===== src/rtl/snake_game_ctrl.sv =====
// Game-flow controller for the VGA snake: idle/play/pause/over, move tick,
// button edge detection, collision, BCD score with high score and levels.
module snake_game_ctrl #(
  parameter int CNT_W            = 23,
  parameter int BASE_PERIOD      = 5_000_000,
  parameter int PERIOD_STEP      = 500_000,
  parameter int MIN_PERIOD       = 1_666_666,
  parameter int APPLES_PER_LEVEL = 5,
  parameter int MAX_LEVEL        = 15,
  parameter int DIGITS           = 2
) (
  input  logic                  clk_pix,
  input  logic                  reset_n,
  input  logic                  start_n,
  input  logic                  pause_n,
  input  logic                  eat_evt,
  input  logic                  self_hit,
  input  logic                  wall_hit,
  output logic                  tick_run,
  output logic                  game_reset,
  output logic [1:0]            state,
  output logic [3:0]            level,
  output logic [4*DIGITS-1:0]   score_bcd,
  output logic [4*DIGITS-1:0]   hiscore_bcd
);

  localparam int SW   = 4 * DIGITS;
  localparam int AW   = (APPLES_PER_LEVEL > 1) ?
                        $clog2(APPLES_PER_LEVEL) : 1;
  localparam int PW   = CNT_W + 4;
  localparam int SPAN = (BASE_PERIOD > MIN_PERIOD) ?
                        BASE_PERIOD - MIN_PERIOD : 0;

  typedef enum logic [1:0] {
    S_IDLE  = 2'd0,
    S_PLAY  = 2'd1,
    S_PAUSE = 2'd2,
    S_OVER  = 2'd3
  } state_e;

  logic [1:0]       start_sync_q;
  logic [1:0]       pause_sync_q;
  logic             start_prev_q;
  logic             pause_prev_q;
  logic             start_press;
  logic             pause_press;

  state_e           state_q;
  state_e           state_d;

  logic [CNT_W-1:0] cnt_q;
  logic [CNT_W-1:0] cnt_d;
  logic [CNT_W-1:0] period;
  logic [PW-1:0]    dec;
  logic             tick_due;

  logic [3:0]       level_q;
  logic [3:0]       level_d;
  logic [AW-1:0]    apple_q;
  logic [AW-1:0]    apple_d;
  logic             apple_wrap;

  logic [SW-1:0]    score_q;
  logic [SW-1:0]    score_d;
  logic [SW-1:0]    score_inc;
  logic [SW-1:0]    hisc_q;
  logic [SW-1:0]    hisc_d;
  logic             carry;

  logic             gr_q;
  logic             gr_d;
  logic             launch;
  logic             play_eat;
  logic             enter_over;

  // Buttons: 2-flop sync plus previous value; a press is a falling edge.
  always_ff @(posedge clk_pix) begin
    if (!reset_n) begin
      start_sync_q <= 2'b11;
      pause_sync_q <= 2'b11;
      start_prev_q <= 1'b1;
      pause_prev_q <= 1'b1;
    end else begin
      start_sync_q <= {start_sync_q[0], start_n};
      pause_sync_q <= {pause_sync_q[0], pause_n};
      start_prev_q <= start_sync_q[1];
      pause_prev_q <= pause_sync_q[1];
    end
  end

  assign start_press = start_prev_q & ~start_sync_q[1];
  assign pause_press = pause_prev_q & ~pause_sync_q[1];

  // Compare before subtracting so the period never wraps below the clamp.
  always_comb begin
    dec = PW'(level_q) * PW'(PERIOD_STEP);
    if (dec >= PW'(SPAN)) begin
      period = CNT_W'(MIN_PERIOD);
    end else begin
      period = CNT_W'(BASE_PERIOD) - dec[CNT_W-1:0];
    end
  end

  assign tick_due = (cnt_q >= period - CNT_W'(1));

  always_ff @(posedge clk_pix) begin
    if (!reset_n) begin
      state_q <= S_IDLE;
    end else begin
      state_q <= state_d;
    end
  end

  always_comb begin
    state_d = state_q;
    unique case (state_q)
      S_IDLE:  if (start_press) state_d = S_PLAY;
      S_PLAY: begin
        if (tick_due && (self_hit || wall_hit)) begin
          state_d = S_OVER;
        end else if (pause_press) begin
          state_d = S_PAUSE;
        end
      end
      S_PAUSE: if (pause_press) state_d = S_PLAY;
      S_OVER:  if (start_press) state_d = S_PLAY;
      default: state_d = S_IDLE;
    endcase
  end

  always_comb begin
    tick_run   = (state_q == S_PLAY) && tick_due;
    launch     = start_press &&
                 ((state_q == S_IDLE) || (state_q == S_OVER));
    play_eat   = eat_evt && (state_q == S_PLAY);
    enter_over = (state_q == S_PLAY) && (state_d == S_OVER);
  end

  // BCD +1 with ripple carry; all nines stays put.
  always_comb begin
    score_inc = score_q;
    carry     = 1'b1;
    for (int i = 0; i < DIGITS; i++) begin
      if (carry) begin
        if (score_q[4*i +: 4] == 4'd9) begin
          score_inc[4*i +: 4] = 4'd0;
        end else begin
          score_inc[4*i +: 4] = score_q[4*i +: 4] + 4'd1;
          carry = 1'b0;
        end
      end
    end
    if (carry) begin
      score_inc = score_q;
    end
  end

  assign apple_wrap = (apple_q == AW'(APPLES_PER_LEVEL - 1));

  always_comb begin
    cnt_d   = cnt_q;
    score_d = score_q;
    apple_d = apple_q;
    level_d = level_q;
    hisc_d  = hisc_q;
    gr_d    = launch;
    if (launch) begin
      cnt_d   = '0;
      score_d = '0;
      apple_d = '0;
      level_d = '0;
    end else begin
      if (state_q == S_PLAY) begin
        cnt_d = tick_due ? '0 : cnt_q + CNT_W'(1);
      end
      if (play_eat) begin
        score_d = score_inc;
        apple_d = apple_wrap ? '0 : apple_q + AW'(1);
        if (apple_wrap && (level_q != 4'(MAX_LEVEL))) begin
          level_d = level_q + 4'd1;
        end
      end
    end
    if (enter_over && (score_d > hisc_q)) begin
      hisc_d = score_d;
    end
  end

  always_ff @(posedge clk_pix) begin
    if (!reset_n) begin
      cnt_q   <= '0;
      score_q <= '0;
      apple_q <= '0;
      level_q <= '0;
      hisc_q  <= '0;
      gr_q    <= 1'b0;
    end else begin
      cnt_q   <= cnt_d;
      score_q <= score_d;
      apple_q <= apple_d;
      level_q <= level_d;
      hisc_q  <= hisc_d;
      gr_q    <= gr_d;
    end
  end

  assign game_reset  = gr_q;
  assign state       = state_q;
  assign level       = level_q;
  assign score_bcd   = score_q;
  assign hiscore_bcd = hisc_q;

endmodule

===== config.mk =====
export PLATFORM = sky130hd
export DESIGN_NAME = snake_game_ctrl
export DESIGN_NICKNAME = d
export VERILOG_FILES = /design/src/rtl/snake_game_ctrl.sv
export SDC_FILE = /design/constraint.sdc
export NUM_CORES = 1
export LEC_CHECK = 0
export ABC_AREA = 0
export BUFFER_PORTS_ARGS = -buffer_cell sky130_fd_sc_hd__buf_4
export CORE_MARGIN = 8
export CORE_UTILIZATION = 60
export CTS_CLUSTER_DIAMETER = 120
export DETAILED_ROUTE_END_ITERATION = 7
export PLACE_DENSITY = 0.79
export RECOVER_POWER = 50
export SETUP_SLACK_MARGIN = 0.3
export SLEW_MARGIN = 30
export SYNTH_ARGS = -nofsm -noshare
export SYNTH_HDL_FRONTEND = slang
export SYNTH_SLANG_ARGS = --single-unit

===== constraint.sdc =====
create_clock -name clk_pix -period 11.9 [get_ports clk_pix]
set_clock_uncertainty 0.15 [all_clocks]
set_input_delay 1.19 -clock clk_pix [delete_from_list [all_inputs] [get_ports clk_pix]]
set_output_delay 1.19 -clock clk_pix [all_outputs]
set_load 0.01 [all_outputs]

==> results of run 1 <==
==> per-stage QoR <==
stage / utilization, % / total power [W]
3_3_place_gp: 65.86 / 0.0002339
3_5_place_dp: 65.86 / 0.0002355
4_1_cts: 67.33 / 0.0003563
2_1_floorplan: - / 0.0002231
5_1_grt: 66.24 / 0.0003659
6_report: 66.24 / 0.0003524
==> report_power, final <==
group | total [W] | switching (W) | internal (W)
Combinational | 0.0000382 | 0.0000249 | 0.0000133
Clock | 0.000122 | 0.0000607 | 0.0000616
Sequential | 0.000192 | 0.00000427 | 0.000188
==> how the worst min path moves through the flow <==
stage | to | cells past startpoint
after global routing | pause_sync_q[1] | 1
after detailed placement | pause_sync_q[1] | 1
after floorplan | pause_sync_q[1] | 1
after CTS | pause_sync_q[1] | 1
final | pause_sync_q[1] | 1
after global placement | pause_sync_q[1] | 1
==> worst max-delay path, cell delays in order (launching register included) <==
cell and delay [ns]:
dfxtp_1 0.74, inv_1 0.29, ha_1 0.38, fa_1 0.53
inv_1 0.07, fa_1 0.44, nand2b_1 0.16, a21oi_1 0.39
a211oi_1 0.11, a311o_1 0.36, a31oi_2 0.34, inv_2 0.18
nor3_1 0.24, ha_1 0.28, a211oi_1 0.26, o21a_1 0.17
a2bb2oi_1 0.22, nand2_1 0.11, nor2_1 0.20, nor2_1 0.06
buf_4 0.14
==> logic make-up after synthesis <==
kind of cell | Yosys count | share of synthesized area, %
buffers and inverters | 58 | 5.343
muxes | 12 | 2.811
and+or+nand+nor | 206 | 23.02
xor gates and xnor gates | 53 | 10.33
AOI/OAI and AO/OA | 92 | 15.08
adders and majority gates | 65 | 18.93
DFF | 55 | 24.49
==> cell usage in the layout, fill, tap and decap left out, drive strengths merged, types with 3 or more instances in the layout <==
cell    synthesis  final
mux2i          10     10
xnor2          29     29
nor2           71     71
a21oi          23     23
nand2b         11     11
and2            6      6
a211oi          9      9
clkbuf          6     26
dfxtp          55     55
nand4          19     19
a22oi           3      3
nand3          13     13
nand2          41     41
nand4b          4      4
buf             8     10
xor2           24     24
inv            44     44
o21ai          18     18
fa              5      5
nor3           16     16
a31oi           3      3
ha             60     60
nor2b           5      5
o21a            4      4
a21o            4      4
and3            5      5
nor4            5      5
==> registers in the layout, summed over array words and instances (netlist names) <==
name / cells
apple_q: 3
cnt_q: 23
game_reset: 1
hiscore_bcd: 8
level: 4
pause_prev_q: 1
pause_sync_q: 2
score_bcd: 8
start_prev_q: 1
start_sync_q: 2
state: 2
==> final cells by class <==
cell class	count	area [µm²]	area share, %
inverters	44	165.2	3.437
flip-flops and latches	55	1101	22.92
clock inverters	2	37.54	0.7812
multi-input cells	428	3154	65.65
repair buffers	31	153.9	3.203
clock buffers	5	68.82	1.432
well taps	99	123.9	2.578
==> layer usage <==
layer	vias to the layer above	GRT usage [%]	wire (µm)
met4	0	4.740	150
met5	-	0	0
met1	1780	24.25	4433
met3	20	3.174	441
met2	85	33.57	4678
li1	1942	-	-
==> flow_metrics.tcl, run 1 <==
set metrics [dict create \
    synthArstFlopShare_pct 0 \
    track_usage_pct 19.35 \
    fin_hold_ws_ns 0.2656 \
    drive_gt1_share_pct 6.549 \
    ctsResizeCount 0 \
    die_area_mm2 0.01052 \
    p_leak_nw 2.013 \
    cp_max_fo 18 \
    overflow 0 \
    numCtsBuffers 5 \
    n_fill_cell 650 \
    critPathArrivalTime_ns 5.97 \
    clock_sinks 55 \
    grt_pass1_vias 3755 \
    rsz0062_at_grt "false" \
    avgViaCountPerCell 5.764 \
    grt_max_degree 23 \
    fmax_ghz 0.1368 \
    worst_pin_slew_ns 1.396 \
    drtPass1Iterations 5 \
    dpl_cell_area_mm2 0.004777 \
    ctsHoldBuffers 0 \
    antenna_cells 0 \
    stdcell_area_mm2 0.004805 \
    yosys.area.top_type "dfxtp_1" \
    synth_edf_count 0 \
    peakVddDrop_mv 0.06085 \
    synth_area_leaders "dfxtp_1, ha_1, nor2_1" \
    insertion_delay_ns 0.31 \
    end_kind "primary output" \
    io_pins 31 \
    h-tree-depth 2 \
    drv_slew 0 \
    powerDensity_mw_per_mm2 73.34 \
    fin_crit_ns 7.308 \
    synthTopCellsByCount "nor2_1, ha_1, dfxtp_1" \
    cts_max_path_buffers 2 \
    synth_nets 613 \
    dpl_worst_slack_ns 5.039 \
    drc 0 \
    hold_start "pause_sync_q[0]" \
    vias 3827 \
    reg2reg_slack_ns 5.27 \
    start_kind "flop" \
    die_y_um 102.6 \
    antenna_left 0 \
    placementRows 31 \
    cts_tree "built" \
    setup_tns_ns 0 \
    start_util_pct 61.98 \
    endpoint "tick_run" \
    reg2reg_depth 20 \
    die_width_um 102.6 \
    timing.final.hold_violations 0 \
    r2r_end "hiscore_bcd[7]" \
    antenna_found_initial 0 \
    place_congestion 0.8822 \
    synth_flop_cell "dfxtp_1" \
    layout_setup_ws_ns 4.592 \
    slew_headroom_pct 5.927 \
    portBuffers 30 \
    cp-startpoint "level[1]" \
    nets 637 \
    stdcell_count 664 \
    r2r_start "level[1]" \
    synth_top_area_share_pct 24.49 \
    yosysWarnings 0 \
    routed_wl_um 9704 \
    clkTransAtPathRegs_ns 0.10 \
    post_cts_buffers 0 \
    root_buffer "clkbuf_8" \
    setup_viol 0 \
    wire_per_inst_um 14.61 \
    drt-initial-drc-count 207 \
    area_delta_synth_final_pct 6.875 \
    syn-cell-area_mm2 0.004496 \
    grt_pass1_wl_um 16790 \
    ys_seq_elements 55 \
    fp.coreArea_mm2 0.007253 \
    worstPathRequired_ns 10.56 \
    status "finished, final reports clean" \
    maxCapViolCount 0 \
    holdCritPathClass "reg -> reg" \
    hpwl_um 7634 \
    critical_path_class "reg -> out" \
    final.period_utilization_pct 61.41 \
    ys_seq_area_share_pct 24.49 \
    dp.cells 657 \
    postSynthAreaPerCell_um2 8.310 \
    yosysMostFrequentCell "nor2_1" \
    synth_cell_types 72 \
    syn_inst 541 \
]
Note: power is estimated with default switching activity, not from simulation.
==> run 2: changes to the inputs <==
--- a/config.mk
+++ b/config.mk
@@ -8,10 +8,10 @@
 export ABC_AREA = 0
 export BUFFER_PORTS_ARGS = -buffer_cell sky130_fd_sc_hd__buf_4
 export CORE_MARGIN = 8
-export CORE_UTILIZATION = 60
+export CORE_UTILIZATION = 56
 export CTS_CLUSTER_DIAMETER = 120
 export DETAILED_ROUTE_END_ITERATION = 7
-export PLACE_DENSITY = 0.79
+export PLACE_DENSITY = 0.78
 export RECOVER_POWER = 50
 export SETUP_SLACK_MARGIN = 0.3
 export SLEW_MARGIN = 30
==> constraint.sdc (replaced) <==
create_clock -name clk_pix -period 6.65 [get_ports clk_pix]
set_clock_uncertainty 0.15 [all_clocks]
set_input_delay 0.665 -clock clk_pix [delete_from_list [all_inputs] [get_ports clk_pix]]
set_output_delay 0.665 -clock clk_pix [all_outputs]
set_load 0.01 [all_outputs]
==> run 2 against run 1 <==
Die area grew 6.0%; routed wire length grew 1.3%; final cell count grew 1.1%; combinational power grew 79%; global-route usage shrank 1.7 points; first-iteration DRC count shrank 25%; critical endpoint unchanged.
==> flow_metrics.tcl, run 2 (same netlist as run 1, synthesis figures left out) <==
set metrics [dict create \
    fin_hold_ws_ns 0.2654 \
    critical_path_class "reg -> out" \
    critPathArrivalTime_ns 5.26 \
    use_met1_pct 22.77 \
    avgViaCountPerCell 5.787 \
    largest_reg_flops 23 \
    h-tree-depth 2 \
    die_y_um 105.6 \
    vias 3883 \
    portBuffers 30 \
    layout_setup_ws_ns 0.5756 \
    cp_max_fo 10 \
    setup_tns_ns 0 \
    numCtsBuffers 5 \
    area_delta_synth_final_pct 7.543 \
    track_usage_pct 17.67 \
    routed_wl_um 9834 \
    final.period_utilization_pct 91.34 \
    peakVddDrop_mv 0.1005 \
    root_buffer "clkbuf_8" \
    slowest_delay_ns 0.60 \
    end_kind "primary output" \
    stdcell_area_mm2 0.004835 \
    crit_chain "inv_1 > ha_1 > fa_1 > ha_1 > a21o_1 > a211oi_1 > a21oi_1 > or4_1 > a31oi_4 > inv_2 > nor3_1 > ha_1 > a211oi_1 > o21a_1 > a2bb2oi_1 > nand2_1 > nor2_2 > nor2_1 > buf_4" \
    grt_pass1_wl_um 16920 \
    placementRows 32 \
    worst_path_max_delay_cell "or4_1" \
    drive_gt1_share_pct 7.909 \
    setup_viol 0 \
    fin_crit_ns 6.074 \
    use_met3_pct 2.741 \
    drc 0 \
    drt-initial-drc-count 155 \
    wire_per_inst_um 14.66 \
    powerDensity_mw_per_mm2 124.8 \
    start_kind "flop" \
    antenna_cells 0 \
    grt_max_degree 23 \
    die_width_um 105.6 \
    antenna_left 0 \
    worstPathRequired_ns 5.83 \
    crit_path_frequent_cell "ha_1" \
    final_common_cell "nor2_1" \
    overflow 0 \
    drv_slew 0 \
    post_cts_buffers 0 \
    status "finished, final reports clean" \
    fmax_ghz 0.1646 \
    maxCapViolCount 0 \
    fp.coreArea_mm2 0.007767 \
    place_congestion 0.8791 \
    timing.final.hold_violations 0 \
    cts_tree "built" \
    cts_max_path_buffers 2 \
    rsz0062_at_grt "false" \
    die_area_mm2 0.01115 \
    dpl_worst_slack_ns 0.6278 \
    io_pins 31 \
    insertion_delay_ns 0.31 \
    dpl_cell_area_mm2 0.004803 \
    clock_sinks 55 \
    gr-usage-met2_pct 29.68 \
    ctsHoldBuffers 0 \
    grt_pass1_vias 3799 \
    clkTransAtPathRegs_ns 0.10 \
    gr-max-usage-layer "met2" \
    drtPass1Iterations 4 \
    start_util_pct 57.88 \
    slew_headroom_pct 9.550 \
    worst_pin_slew_ns 1.343 \
    holdCritPathClass "reg -> reg" \
    mostFrequentLayoutCells "nor2_1, ha_1, dfxtp_1, inv_1, nand2_1" \
    largest_register "cnt_q" \
    antenna_found_initial 0 \
    p_leak_nw 2.020 \
    nets 640 \
    fin_util_pct 62.24 \
    hpwl_um 7728 \
]
==> run 2: cell count changes in the layout (fill, tap and decap cells not counted), sizes merged <==
cell      delta
clkbuf       +1
inv          +1
clkinv       +2
buf          +2
bufinv       -1
clkinvlp     -1
==> run 2: cell type report <==
type                       count  area [µm²]
clock buffer                   5       68.82
clock inverter                 3       22.52
fill                         729        2933
inverter                      44       165.2
multi-input combinational    428        3174
sequential                    55        1104
tap                          102       127.6
timing repair buffer          34       172.7
==> run 2: critical path: cells and delay by family (launching register included) <==
kind	cells	cell delay (ns)
buffers and inverters	3	0.45
AO/OA/AOI/OAI	7	1.47
AND/OR/NAND/NOR	5	1.21
adder cells (fa/ha/maj)	4	1.43
flip-flops	1	0.40
==> run 2: layer usage <==
layer  share of wire [%]  up-vias
li1                    -     1947
met2                  48       74
met3                 3.1       15
met5                   0        -
met4                 1.4        0
met1                  48     1847
==> run 2: final timing paths <==
kind / startpoint / to / slack (ns) / cells past startpoint
max: level[1] / tick_run / 0.58 / 19
min: start_sync_q[0] / start_sync_q[1] / 0.27 / 1
max reg2reg: level[1] / hiscore_bcd[3] / 0.81 / 20
min reg2reg: start_sync_q[0] / start_sync_q[1] / 0.27 / 1
==> run 2: metrics by stage <==
step                std cells  total power [W]
finish                    671        0.0006035
detailed placement        663        0.0004219
CTS                       671        0.0006103
global placement          663        0.0004194
global route              671        0.0006323
floorplan                 541        0.0003993
==> run 2: timing repair <==
action / CTS / global route
cloned: 0 / 0
setup endpoints to repair: 1 / 3
pin swaps: 0 / 0
resized for setup: 2 / 5
==> run 2: report_power, final <==
part           internal [W]  switching [W]  leakage [nW]  total (W)
Clock             0.0000758       0.000116        0.0485   0.000191
Sequential         0.000336     0.00000814         0.446   0.000344
Combinational     0.0000239      0.0000443          1.53  0.0000682
Total              0.000436       0.000168          2.02   0.000603
